### src/rtl/division_sign_restore.sv
// Signed-result back end of the 4-bit divider: rebuilds two's-complement
// quotient/remainder from magnitudes. SIGN_RESTORE_PARALLEL_EN: one-cycle negate.
module division_sign_restore #(
  parameter int WIDTH = 4
) (
  input  logic             clk,
  input  logic             rst,
  input  logic             restore_sel,
  input  logic [WIDTH-1:0] q_mag,
  input  logic [WIDTH-1:0] r_mag,
  input  logic             sign_a,
  input  logic             sign_b,
  output logic [WIDTH-1:0] quotient,
  output logic [WIDTH-1:0] remainder,
  output logic             overflow,
  output logic             busy,
  output logic             restore_finish
);

  typedef enum logic [1:0] {
    IDLE,
    NEG_Q,
    NEG_R,
    DONE
  } state_t;

  state_t           state;
  logic [WIDTH-1:0] qw;
  logic [WIDTH-1:0] rw;
  logic             q_neg_l;
  logic             r_neg_l;
  logic             ovf;
  logic             q_neg;
  logic             ovf_in;

  assign q_neg  = sign_a ^ sign_b;
  assign ovf_in = q_mag[WIDTH-1] & (~q_neg | (|q_mag[WIDTH-2:0]));
  assign busy   = (state != IDLE);

`ifndef SIGN_RESTORE_PARALLEL_EN
  localparam int CW = $clog2(WIDTH);

  logic [CW-1:0] cnt;
  logic          carry;
  logic          src;
  logic          nbit;
  logic          last;

  // single shared ones'-complement-plus-carry cell
  assign src  = (state == NEG_R) ? rw[0] : qw[0];
  assign nbit = ~src ^ carry;
  assign last = (cnt == CW'(WIDTH - 1));
`endif

  always_ff @(posedge clk or posedge rst) begin
    if (rst) begin
      state          <= IDLE;
      qw             <= '0;
      rw             <= '0;
      q_neg_l        <= 1'b0;
      r_neg_l        <= 1'b0;
      ovf            <= 1'b0;
      quotient       <= '0;
      remainder      <= '0;
      overflow       <= 1'b0;
      restore_finish <= 1'b0;
`ifndef SIGN_RESTORE_PARALLEL_EN
      cnt            <= '0;
      carry          <= 1'b0;
`endif
    end else begin
      restore_finish <= 1'b0;
      unique case (state)
        IDLE: begin
          if (restore_sel) begin
            qw      <= q_mag;
            rw      <= r_mag;
            q_neg_l <= q_neg;
            r_neg_l <= sign_a;
            ovf     <= ovf_in;
`ifndef SIGN_RESTORE_PARALLEL_EN
            cnt     <= '0;
            carry   <= 1'b1;
`endif
            if (q_neg)       state <= NEG_Q;
            else if (sign_a) state <= NEG_R;
            else             state <= DONE;
          end
        end
        NEG_Q: begin
`ifdef SIGN_RESTORE_PARALLEL_EN
          qw    <= ~qw + WIDTH'(1);
          state <= r_neg_l ? NEG_R : DONE;
`else
          qw    <= {nbit, qw[WIDTH-1:1]};
          carry <= ~qw[0] & carry;
          if (last) begin
            cnt   <= '0;
            carry <= 1'b1;
            state <= r_neg_l ? NEG_R : DONE;
          end else begin
            cnt <= cnt + 1'b1;
          end
`endif
        end
        NEG_R: begin
`ifdef SIGN_RESTORE_PARALLEL_EN
          rw    <= ~rw + WIDTH'(1);
          state <= DONE;
`else
          rw    <= {nbit, rw[WIDTH-1:1]};
          carry <= ~rw[0] & carry;
          if (last) begin
            cnt   <= '0;
            carry <= 1'b1;
            state <= DONE;
          end else begin
            cnt <= cnt + 1'b1;
          end
`endif
        end
        DONE: begin
          quotient       <= qw;
          remainder      <= rw;
          overflow       <= ovf;
          restore_finish <= 1'b1;
          state          <= IDLE;
        end
        default: state <= IDLE;
      endcase
    end
  end

  // q_neg_l is only consulted through the state sequence chosen at start
  logic unused_ok;
  assign unused_ok = q_neg_l;

endmodule

### config.mk
export PLATFORM = sky130hd
export DESIGN_NAME = division_sign_restore
export DESIGN_NICKNAME = d
export VERILOG_FILES = /design/src/rtl/division_sign_restore.sv
export SDC_FILE = /design/constraint.sdc
export NUM_CORES = 1
export LEC_CHECK = 0
export CORE_MARGIN = 2
export CORE_UTILIZATION = 44
export DETAILED_ROUTE_END_ITERATION = 8
export PLACE_DENSITY = 0.72
export SLEW_MARGIN = 20
export SYNTH_ARGS = -nofsm -noshare
export SYNTH_HDL_FRONTEND = slang
export SYNTH_SLANG_ARGS = --single-unit
### constraint.sdc
create_clock -name clk -period 4.7 [get_ports clk]
set_input_delay 0.705 -clock clk [delete_from_list [all_inputs] [get_ports clk]]
set_output_delay 0.705 -clock clk [all_outputs]
set_load 0.005 [all_outputs]
==> flow_summary.toml, run 1 <==
[cells_and_area]
drive_gt1_share_pct = 12.00
fin_nets = 147
stdcell_area_sq_um = 1495
final_cell_mix = "dfrtp_1, clkdlybuf4s50_1, mux2_2"
final_common_cell = "dfrtp_1"
nFillCells = 225
final_cells = 156
ff_latch_area_sq_um = 625.6
syn2layout_area_growth_pct = 22.94
diodes = 0
multi_input_area_sq_um = 554.3

[power]
p_seq_share_pct = 38.0
p_comb_share_pct = 52.8
switching_power_mw = 0.3743
netSwitchingFraction_pct = 36.28
power_density_nw_per_um2 = 689.9
pwr-share-clk_pct = 9.2
p_int_mw = 0.6573
leakagePower_nw = 0.6589
ir_drop_uv = 363.5

[sta]
tightestPinTransition_ns = 0.9153
setup-tns-final_ns = 0
setup_slack_ns = 2.102
drv_slew = 0
whs_ns = 0.5017
finalCritPeriodShare_pct = 55.28
skew_ns = 0.003423
setup_violations = 0
fmax_mhz = 384.9
min_period_ns = 2.598
hold_viol = 0
relSlewSlack_pct = 38.91
rsz0062_at_grt = "false"

[placed_design]
dp_cells = 152
io_buffers = 23
dpl_cell_area_sq_um = 1468
hpwl_mm = 1.736
post-place-ws_ns = 2.479
gp_congestion = 0.8681

[yosys]
yosysUniqueCellTypes = 25
yosysTopAreaCell = "dfrtp_1"
ys_seq_area_share_pct = 51.44
yosys_warnings = 0
synth-simple-area-share_pct = 9.156
netlist.area_leader.share_pct = 51.44
synthCells = 101
synth_top_family_by_area = "multiplexers"
ys_ff_latch = 25
synth.area.mux_share_pct = 17.80
synthAdderAreaFrac_pct = 8.230
synth.area.top_cells = "dfrtp_1, mux2_2, ha_1"
synth-compound-area-share_pct = 10.39
syn_area_sq_um = 1216
syn_nets = 122
avgSynthCellArea_sq_um = 12.04
synth-xor-area-share_pct = 0

[global_route]
grt_max_degree = 26
grtUsageTotal_pct = 16.64
grt_pass1_vias = 890
grt_pass1_wl_mm = 4.091
antenna_found_initial = 0
grt.overflow.total = 0

[cts]
ctsResizeCount = 0
cts_buffers = 3
ctsHoldBuffers = 0
ctsRootBufferMaster = "clkbuf_4"
clock_sinks = 25
path_clk_slew_ns = 0.14
cts_tree = "yes"
postCtsSetupRepairBufs = 0
cts_buffer_depth = 2
clk_latency_ns = 0.31
h-tree-depth = 1

[run]
maxCapViolCount = 0

[worst_setup_path]
r2r_end = "rw[0]"
required_ns = 3.99
rr_startpoint = "state[1]"
end_kind = "output port"
worst_ep_arrival_time_ns = 1.89
critPathMaxFanout = 12
cp_common_cell = "inv_1"
worstSetupStartpointType = "register"
ff2ff_path_depth = 5
regToRegSetupSlack_ns = 2.90
critPathMaxStageDelay_ns = 0.46
cp_slowest_cell = "clkdlybuf4s50_1"
cp_cell_sequence = "inv_1 > ha_1 > inv_1 > clkdlybuf4s50_1"
path_class = "register to output port"

[routing]
drc = 0
vias_per_cell = 5.410
drt_iter0_drc = 13
wl_per_cell_um = 14.85
drtAntennaViolNets = 0
num_vias = 844
finalWirelength_mm = 2.317
first_pass_iters = 3

[floorplan]
std_cell_rows = 19
dieWidth_um = 56.58
dieArea_sq_um = 3201
die_y_um = 56.58
io_pins = 24
start_util_pct = 45.27
coreArea_sq_um = 2686

[min_path]
hp-class = "register to register"
worst_hold_startpoint = "ovf"
hold_path_end = "ovf"
hold_depth = 2

[outcome]
status = "completed"
## registers in the layout, indices dropped and copies added (netlist names)
register	count
restore_finish	1
cnt	2
remainder	4
overflow	1
rw	4
ovf	1
r_neg_l	1
state	2
carry	1
qw	4
quotient	4
## stage by stage
| step | utilization, % | power (mW) |
|---|---|---|
| after global routing | 55.66 | 1.124 |
| after CTS | 55.66 | 1.044 |
| after floorplan | - | 0.7573 |
| after global placement | 54.63 | 0.9195 |
| after detailed placement | 54.63 | 0.9440 |
| final | 55.66 | 1.032 |
## Yosys cell counts (all sizes together)
master  number
o21ai        6
nor2b        1
nand3        2
nor2         3
dfrtp       25
a21oi        2
o31ai        1
buf          3
nand2        9
mux2i       10
o221a        2
o31a         1
a22o         1
a221o        2
o41ai        1
inv          5
a32o         1
or3          2
and2         1
mux2        10
nand2b       5
ha           8
## worst max-delay path by stage
stage	start	to	slack [ns]	cells past startpoint
finish	state[1]	busy	2.10	4
global route	state[1]	busy	1.97	4
CTS	state[1]	busy	2.09	4
detailed placement	state[1]	busy	2.48	4
global placement	state[0]	busy	2.53	4
floorplan	state[0]	busy	3.07	4
## routing by layer
layer  vias to the layer above  global-route usage, %  share of wire [%]
met5                         -                      0                  0
met4                         0                  8.844                1.3
met3                         4                  3.456                5.0
met2                        22                  26.58                 47
met1                       407                  21.12                 47
li1                        411                      -                  -
## logic make-up (layout without fill, tap and decap cells)
logic type                 count (synthesis)  after routing
DFF                                       25             25
AOI/OAI and AO/OA                         17             17
muxes                                     20             20
and+or+nand+nor                           23             23
adders and majority gates                  8              8
buffers and inverters                      8             32
## power by group through the flow
| stage | logic (mW) | registers [mW] | clock network, mW |
|---|---|---|---|
| detailed placement | 0.546 | 0.398 | 0 |
| floorplan | 0.373 | 0.385 | 0 |
| global route | 0.606 | 0.410 | 0.109 |
| finish | 0.544 | 0.392 | 0.0952 |
| global placement | 0.527 | 0.393 | 0 |
| CTS | 0.549 | 0.393 | 0.102 |
## cell type report
| type | instances | area share [%] |
|---|---|---|
| Sequential cell | 25 | 41.84 |
| Multi-Input combinational cell | 68 | 37.07 |
| Inverter | 5 | 1.255 |
| Clock buffer | 3 | 1.506 |
| Clock inverter | 1 | 0.3347 |
| Tap cell | 31 | 2.594 |
| Timing Repair Buffer | 23 | 15.40 |
## worst max-delay path, delay by kind of cell, from the launching register on
kind / cells / cell delay [ns]
buffers and inverters: 3 / 0.72
flip-flops: 1 / 0.44
adder cells (fa/ha/maj): 1 / 0.42
No activity file was read; power rests on OpenSTA's default activity.
==> run 2, diff against run 1 <==
clock period = 2.48 ns   (was 4.7 ns; I/O delays follow)
==> flow_summary.toml, run 2 (synthesized netlist as in run 1, its figures left out) <==
[outcome]
status = "completed"

[sta]
relSlewSlack_pct = 66.63
finalCritPeriodShare_pct = 91.12
setup_violations = 0
setup-tns-final_ns = 0
skew_ns = 0.001623
hold_viol = 0
fmax_mhz = 442.5
tightestPinTransition_ns = 0.5005
rsz0062_at_grt = "false"
whs_ns = 0.3798
min_period_ns = 2.260
drv_slew = 0

[routing]
vias_per_cell = 5.408
drt_iter0_drc = 8
num_vias = 849
finalWirelength_mm = 2.300
wl_per_cell_um = 14.65
drtAntennaViolNets = 0
first_pass_iters = 4
drc = 0

[cts]
path_clk_slew_ns = 0.13
ctsRootBufferMaster = "clkbuf_4"
ctsResizeCount = 0
postCtsSetupRepairBufs = 0
clock_sinks = 25
h-tree-depth = 1
cts_buffer_depth = 2
cts_buffers = 3
ctsHoldBuffers = 0
cts_tree = "yes"
clk_latency_ns = 0.31

[worst_setup_path]
worstSetupStartpointType = "register"
required_ns = 2.11
cp.depth = 4
cp_slowest_cell = "clkdlybuf4s50_1"
critPathMaxFanout = 12
worst_ep_arrival_time_ns = 1.89
cp_cell_sequence = "inv_1 > ha_1 > inv_1 > clkdlybuf4s50_1"
ff2ff_path_depth = 5
path_class = "register to output port"
critPathMaxStageDelay_ns = 0.46
critical_path.top_delay_family = "buffers and inverters"
worst-path-buf-inv = 3
end_kind = "output port"
cp_common_cell = "inv_1"

[cells_and_area]
nFillCells = 235
diodes = 0
final_cell_mix = "dfrtp_1, clkdlybuf4s50_1, mux2_2"
drive_gt1_share_pct = 11.90
fin_nets = 148
syn2layout_area_growth_pct = 23.46
final_common_cell = "dfrtp_1"

[floorplan]
io_pins = 24
std_cell_rows = 19
die_y_um = 56.58
coreArea_sq_um = 2686
start_util_pct = 45.27
dieWidth_um = 56.58
dieArea_sq_um = 3201

[global_route]
grtUsageTotal_pct = 16.86
grt_pass1_vias = 931
grt.overflow.total = 0
antenna_found_initial = 0
grt_pass1_wl_mm = 4.195
grt_max_degree = 26

[power]
power_density_nw_per_um2 = 1301
leakagePower_nw = 0.6609
ir_drop_uv = 705.4

[placed_design]
hpwl_mm = 1.768
io_buffers = 23
gp_congestion = 0.8690

[run]
maxCapViolCount = 0

[min_path]
hp-class = "input pin to async pin"
==> run 2: cell count changes in the layout (fill, tap and decap cells not counted) <==
cell,change
buf_4,+1
clkbuf_1,+1
clkinv_2,-1
==> run 2: area by class of cell <==
class / count / area (sq um) / area share, %
multi-input cells: 68 / 554.3 / 36.92
well taps: 31 / 38.79 / 2.583
inverters: 5 / 18.77 / 1.250
clock buffers: 4 / 26.28 / 1.750
repair buffers: 24 / 237.7 / 15.83
flip-flops and latches: 25 / 625.6 / 41.67
==> run 2: metrics by stage <==
step	instance area [sq um]	utilization [%]	worst slack (ns)	instances	power [mW]
final	1501	55.89	0.2201	157	1.954
after CTS	1501	55.89	0.2193	157	1.971
after global placement	1475	54.91	0.6461	153	1.743
after global routing	1501	55.89	0.06434	157	2.130
after floorplan	1216	-	0.9019	101	1.435
after detailed placement	1475	54.91	0.5911	153	1.793
==> run 2: worst paths after layout <==
| path | from | endpoint | slack (ns) |
|---|---|---|---|
| min in group clk | cnt[0] | cnt[0] | 0.50 |
| min reg2reg | cnt[0] | cnt[0] | 0.50 |
| min | rst | quotient[1] | 0.38 |
| max | state[0] | busy | 0.22 |
| max reg2reg | state[0] | rw[3] | 0.69 |
| max in group asynchronous | rst | restore_finish | 1.87 |
==> run 2: worst reg2reg max path, cell delays in order (launching register included) <==
cell     delay (ns)
dfrtp_1        0.44
inv_1          0.12
ha_1           0.34
mux2i_1        0.24
ha_1           0.29
o221a_1        0.27
==> run 2: routing by layer <==
metal,routed length [um],global-route usage (%),vias up
li1,-,-,411
met1,1071,21.52,405
met2,1075,28.07,26
met3,98,2.535,7
met4,54,7.823,0
met5,0,0,-
==> run 2: power breakdown <==
group | switching, mW | total, mW | internal [mW]
Clock | 0.119 | 0.182 | 0.0629
Combinational | 0.457 | 1.03 | 0.571
Sequential | 0.129 | 0.744 | 0.615
Total | 0.705 | 1.95 | 1.25
==> run 3, diff against run 2 <==
SETUP_SLACK_MARGIN = 0.05   (was not set)
clock period = 2.9 ns   (was 2.48 ns; I/O delays follow)
==> results of run 3 <==
Same layout as run 1 (identical final DEF). Status: completed.
Main changes from that run: setup slack after placement 2.479 ns -> 0.9489 ns; setup slack after layout 2.102 ns -> 0.5719 ns; register-to-register setup slack 2.90 ns -> 1.10 ns; total power 1.032 mW -> 1.672 mW; worst IR drop on VDD 363.5 uV -> 589.2 uV
==> RTL edit 1 (config.mk and constraints of run 2) <==
The parameter `WIDTH` goes from 4 to 8.
--- a/src/rtl/division_sign_restore.sv
+++ b/src/rtl/division_sign_restore.sv
@@ -1,7 +1,7 @@
 // Signed-result back end of the 4-bit divider: rebuilds two's-complement
 // quotient/remainder from magnitudes. SIGN_RESTORE_PARALLEL_EN: one-cycle negate.
 module division_sign_restore #(
-  parameter int WIDTH = 4
+  parameter int WIDTH = 8
 ) (
   input  logic             clk,
   input  logic             rst,
Interface: changed (resized q_mag, quotient, r_mag and remainder); port bits go from 24 to 40. The function was not compared with the original's and may differ.
==> RTL edit 1 against run 2 <==
First-iteration DRC count increased to 13 times the old value. Cell area rose by 64%. Routed wire length up 61%. Clock power grew 150%. Power is 63% higher. Sequential cell count is 17 higher. Setup slack better by 43 ps. Synthesized area up 59%. Combinational power is 47% higher. Critical path type unchanged.
==> RTL edit 1: results (changes against run 2) <==
[synth]
yosysWarnings = 0  ; unchanged
ys_async_sr_fraction_pct = 100  ; unchanged
synth_nets = 178  ; +46%
seq_area_frac_synth_pct = 54.5  ; +3.0 points
synth_common_cells = dfrtp_1, mux2_2, nand2_1
ys_types = 26  ; +4.0%
synthTopCellsByArea = dfrtp_1, mux2_2, mux2i_1, ha_1, o221a_2
synth_area_per_cell_um2 = 13.0  ; +8.3%

[routing]
wl_met3_um = 196  ; +100%
via_per_inst = 5.41  ; +0.12%
drt_iter0_drc = 104  ; +96
wl_met1_um = 1700  ; +58%
first_pass_iters = 4  ; unchanged
top_layer = met4
wl_met2_um = 1740  ; +62%
vias = 1321  ; +56%
wirelength_um = 3690  ; +61%

[worst_setup_path]
cpMaxStageDelayCell = ha_1
path_max_fanout = 11  ; -1
ff2ff_path_depth = 5  ; unchanged
cp.arrival_ps = 1840  ; -50 ps
crit_family = buffers and inverters
crit_path_max_incr_delay_ps = 470

[global_routing]
first_global_vias = 1365  ; +47%
grtUsageMet2_pct = 26.6  ; -1.4 points
antenna_found_initial = 0  ; unchanged
grt_use_met1_pct = 22.5  ; +1.0 points
grt_max_degree = 43  ; +65%
gr-usage-all-layers_pct = 16.8  ; -0.11 points
use_met3_pct = 4.04  ; +1.5 points
grt_pass1_wl_um = 6550  ; +56%

[timing]
finClkSkew_ps = 2.42  ; +0.795 ps
relSlewSlack_pct = 65.4  ; -1.2 points

[cts]
clockBufferDepth = 2  ; unchanged
numCtsBuffers = 5  ; +2
clkLatencyLatePin_ps = 290  ; -20 ps
clk_pin_slew_ps = 80  ; -50 ps
post_cts_buffers = 0  ; unchanged
post_cts_resized = 0  ; unchanged
clock-root-buffer = clkbuf_8
h-tree-depth = 2  ; +1

[placement]
dp.final_hpwl_um = 2760  ; +56%
dp_worst_setup_slack_ps = 582  ; -9.11 ps
dp.cells = 236  ; +54%
io_buffers = 39  ; +70%
place_congestion = 0.783  ; -10%

[power]
ir_drop_uv = 648  ; -8.1%
leakage_nw = 1.04  ; +57%

[finish]
diodes = 0  ; unchanged
final_nets = 221  ; +49%
drive_gt1_share_pct = 24.0  ; +12 points

[run_status]
status = complete, no violations

[min_path]
hold_path.class = in2async

[RTL edit 1: kinds of logic (layout without fill, tap and decap cells)]
family                     Yosys count  count (layout)  share of synthesized area, %
AOI/OAI and AO/OA                   25              25                          10.3
buffers and inverters               11              55                          2.92
and+or+nand+nor                     29              29                          8.04
DFF                                 42              42                          54.5
muxes                               32              32                          18.4
adders and majority gates            9               9                          5.84
[RTL edit 1: final timing paths]
check	slack, ps	startpoint	end
worst min register to register	490	cnt[0]$_DFFE_PP0P_	cnt[0]$_DFFE_PP0P_
worst max register to register	610	state[1]$_DFFE_PP0P_	rw[5]$_DFFE_PP0P_
worst min-delay path	490	rst	remainder[5]$_DFFE_PP0P_
min in group clk	490	cnt[0]$_DFFE_PP0P_	cnt[0]$_DFFE_PP0P_
max in group asynchronous	1620	rst	cnt[1]$_DFFE_PP0P_
worst max-delay path	260	state[1]$_DFFE_PP0P_	busy
[RTL edit 1: final cells by class]
cell class / count / area (um^2)
well taps: 52 / 65.1
flip-flops and latches: 42 / 1050
multi-input cells: 95 / 822
repair buffers: 41 / 405
clock inverters: 1 / 5.00
fillers: 360 / 1840
clock buffers: 7 / 86.3
inverters: 6 / 22.5
[RTL edit 1: power breakdown]
part | internal (mW) | switching, mW | total (mW)
logic | 0.874 | 0.632 | 1.51
clock network | 0.225 | 0.226 | 0.451
registers | 1.02 | 0.211 | 1.23
total | 2.12 | 1.07 | 3.19
[RTL edit 1: metrics by stage]
step                      hold WS (ps)  cell area, um^2
final                              493             2460
after CTS                          499             2460
after detailed placement           480             2370
after global placement             476             2370
after global routing               535             2460
after floorplan                    450             1930
[RTL edit 1: worst min-delay path: stages]
cell             delay [ps]
clkdlybuf4s50_1         390
inv_1                    50
buf_4                   430
==> RTL edit 2 (flow settings as in run 2) <==
Made on the original files. The 4 states of `state_t` get a one-hot encoding in 4 bits.
--- a/src/rtl/division_sign_restore.sv
+++ b/src/rtl/division_sign_restore.sv
@@ -17,11 +17,11 @@
   output logic             restore_finish
 );
 
-  typedef enum logic [1:0] {
-    IDLE,
-    NEG_Q,
-    NEG_R,
-    DONE
+  typedef enum logic [3:0] {
+    IDLE  = 4'b0001,
+    NEG_Q = 4'b0010,
+    NEG_R = 4'b0100,
+    DONE  = 4'b1000
   } state_t;
 
   state_t           state;
Behaviour: same outputs for any inputs over 10 cycles, from zero or initial values and one cycle with rst high; not proved beyond that.
==> RTL edit 2 against run 2 <==
Critical path type unchanged. Sequential cell count grew 2. Synthesized area rose by 10%. Setup slack got worse by 43 ps. Register-to-register slack got worse by 250 ps. Routed wire length is 22% higher. Clock skew up 15 ps. Core utilization fell by 1.1 points. Hold slack better by 42 ps. Power is 12% lower. Highest routed layer unchanged. Cell area increased by 8.6%.
==> RTL edit 2: results (changes against run 2) <==
[synth]
syn_inst = 127  ; +26%
ys_async_sr_fraction_pct = 100  ; unchanged
synth-edff-count = 0  ; unchanged
synth_nets = 144  ; +18%
seq_area_frac_synth_pct = 50.6  ; -0.83 points
synthTopCellsByArea = dfrtp_1, mux2_2, nand3_1, a31oi_1, ha_1
yosysWarnings = 0  ; unchanged
synth_common_cells = dfrtp_1, nor2_1, nand3_1
ys_types = 29  ; +16%
synth-main-ff-cell = dfrtp_1

[worst_setup_path]
ff2ff_path_depth = 5  ; unchanged
rrSetupSlack_ps = 440  ; -250 ps
r2r-start = state[1]$_DFFE_PP0P_
path_max_fanout = 11  ; -1
crit_start = state[0]$_DFFE_PP1P_
cp.arrival_ps = 1930  ; +40 ps
worst_r2r_endpoint = rw[3]$_DFFE_PP0P_

[cts]
numCtsBuffers = 3  ; unchanged
clkLatencyLatePin_ps = 330  ; +20 ps
clock-sinks = 27  ; +8.0%
clk_pin_slew_ps = 160  ; +30 ps
clock-root-buffer = clkbuf_4
post_cts_buffers = 0  ; unchanged

[timing]
finClkSkew_ps = 16.9  ; +15.3 ps
worst_pin_slew_ps = 698  ; +197 ps

[routing]
wl_met2_um = 1400  ; +31%
wl_met1_um = 1240  ; +16%
wl_met3_um = 111  ; +13%
wirelength_um = 2810  ; +22%
top_layer = met4
via_per_inst = 5.74  ; +6.1%
first_pass_iters = 4  ; unchanged
wl_per_cell_um = 15.3  ; +4.7%
drt_iter0_drc = 26  ; +18

[placement]
place_congestion = 0.819  ; -5.8%
dp.final_hpwl_um = 2050  ; +16%
dp.cells = 179  ; +17%
dpl-instance-area_um2 = 1600  ; +8.5%

[power]
leakage_nw = 0.715  ; +8.1%
ir_drop_uv = 459  ; -35%

[finish]
final_nets = 168  ; +14%
drive_gt1_share_pct = 14.7  ; +2.8 points
fill_cells = 255  ; +8.5%
diodes = 0  ; unchanged

[global_routing]
antenna_found_initial = 0  ; unchanged
use_met3_pct = 3.06  ; +0.52 points
grt_pass1_wl_um = 4760  ; +13%
grt_use_met1_pct = 23.7  ; +2.2 points
first_global_vias = 1043  ; +12%
grtUsageMet2_pct = 28.7  ; +0.66 points
gr-usage-all-layers_pct = 18.0  ; +1.1 points
grt_max_degree = 19  ; -27%

[min_path]
hold_path.class = in2async

[run_status]
status = complete, no violations

-- RTL edit 2: cell count changes after synthesis, moves of 8 or more --
cell,change
a31oi_1,+9
mux2i_1,-8
nand2_1,-8
nand3_1,+10
nor2_1,+10
-- RTL edit 2: kinds of logic (layout without fill, tap and decap cells) --
group | count (synthesis) | in the layout | synth area share (%)
buf+inv | 18 | 41 | 6.45
simple gates | 37 | 37 | 16.1
fa+ha+maj | 4 | 4 | 3.74
compound gates | 29 | 29 | 13.3
flops | 27 | 27 | 50.6
mux | 11 | 11 | 9.17
xor+xnor | 1 | 1 | 0.655
-- RTL edit 2: cell type report --
cell class              count  share of cell area, %
flip-flops and latches     27                   41.5
inverters                   9                   2.07
repair buffers             28                   16.4
clock buffers               3                   1.38
clock inverters             1                  0.460
multi-input cells          82                   35.6
well taps                  33                   2.53
-- RTL edit 2: through the flow --
step,util (%),worst slack (ps)
3_3_place_gp,53.7,536
6_report,54.7,177
2_1_floorplan,-,621
5_1_grt,54.7,58.4
4_1_cts,54.7,169
3_5_place_dp,53.7,489
-- RTL edit 2: power by group --
group          internal, mW  switching [mW]
combinational         0.383           0.348
clock                0.0617           0.136
sequential            0.628           0.156
total                  1.07           0.641
-- RTL edit 2: how the worst min path moves through the flow --
stage                                  start                  endpoint  slack [ps]
floorplan                                rst         carry$_DFFE_PP0P_         420
global placement        overflow$_DFFE_PP0P_      overflow$_DFFE_PP0P_         490
detailed placement  remainder[1]$_DFFE_PP0P_  remainder[1]$_DFFE_PP0P_         500
CTS                                      rst   quotient[3]$_DFFE_PP0P_         450
global route                             rst      state[2]$_DFFE_PP0P_         490
finish                                   rst         qw[0]$_DFFE_PP0P_         420
-- RTL edit 2: worst max-delay path, stage by stage, from the launching register on --
cell	delay, ps
dfstp_2	650
nor4b_2	260
inv_1	210
clkdlybuf4s50_1	490
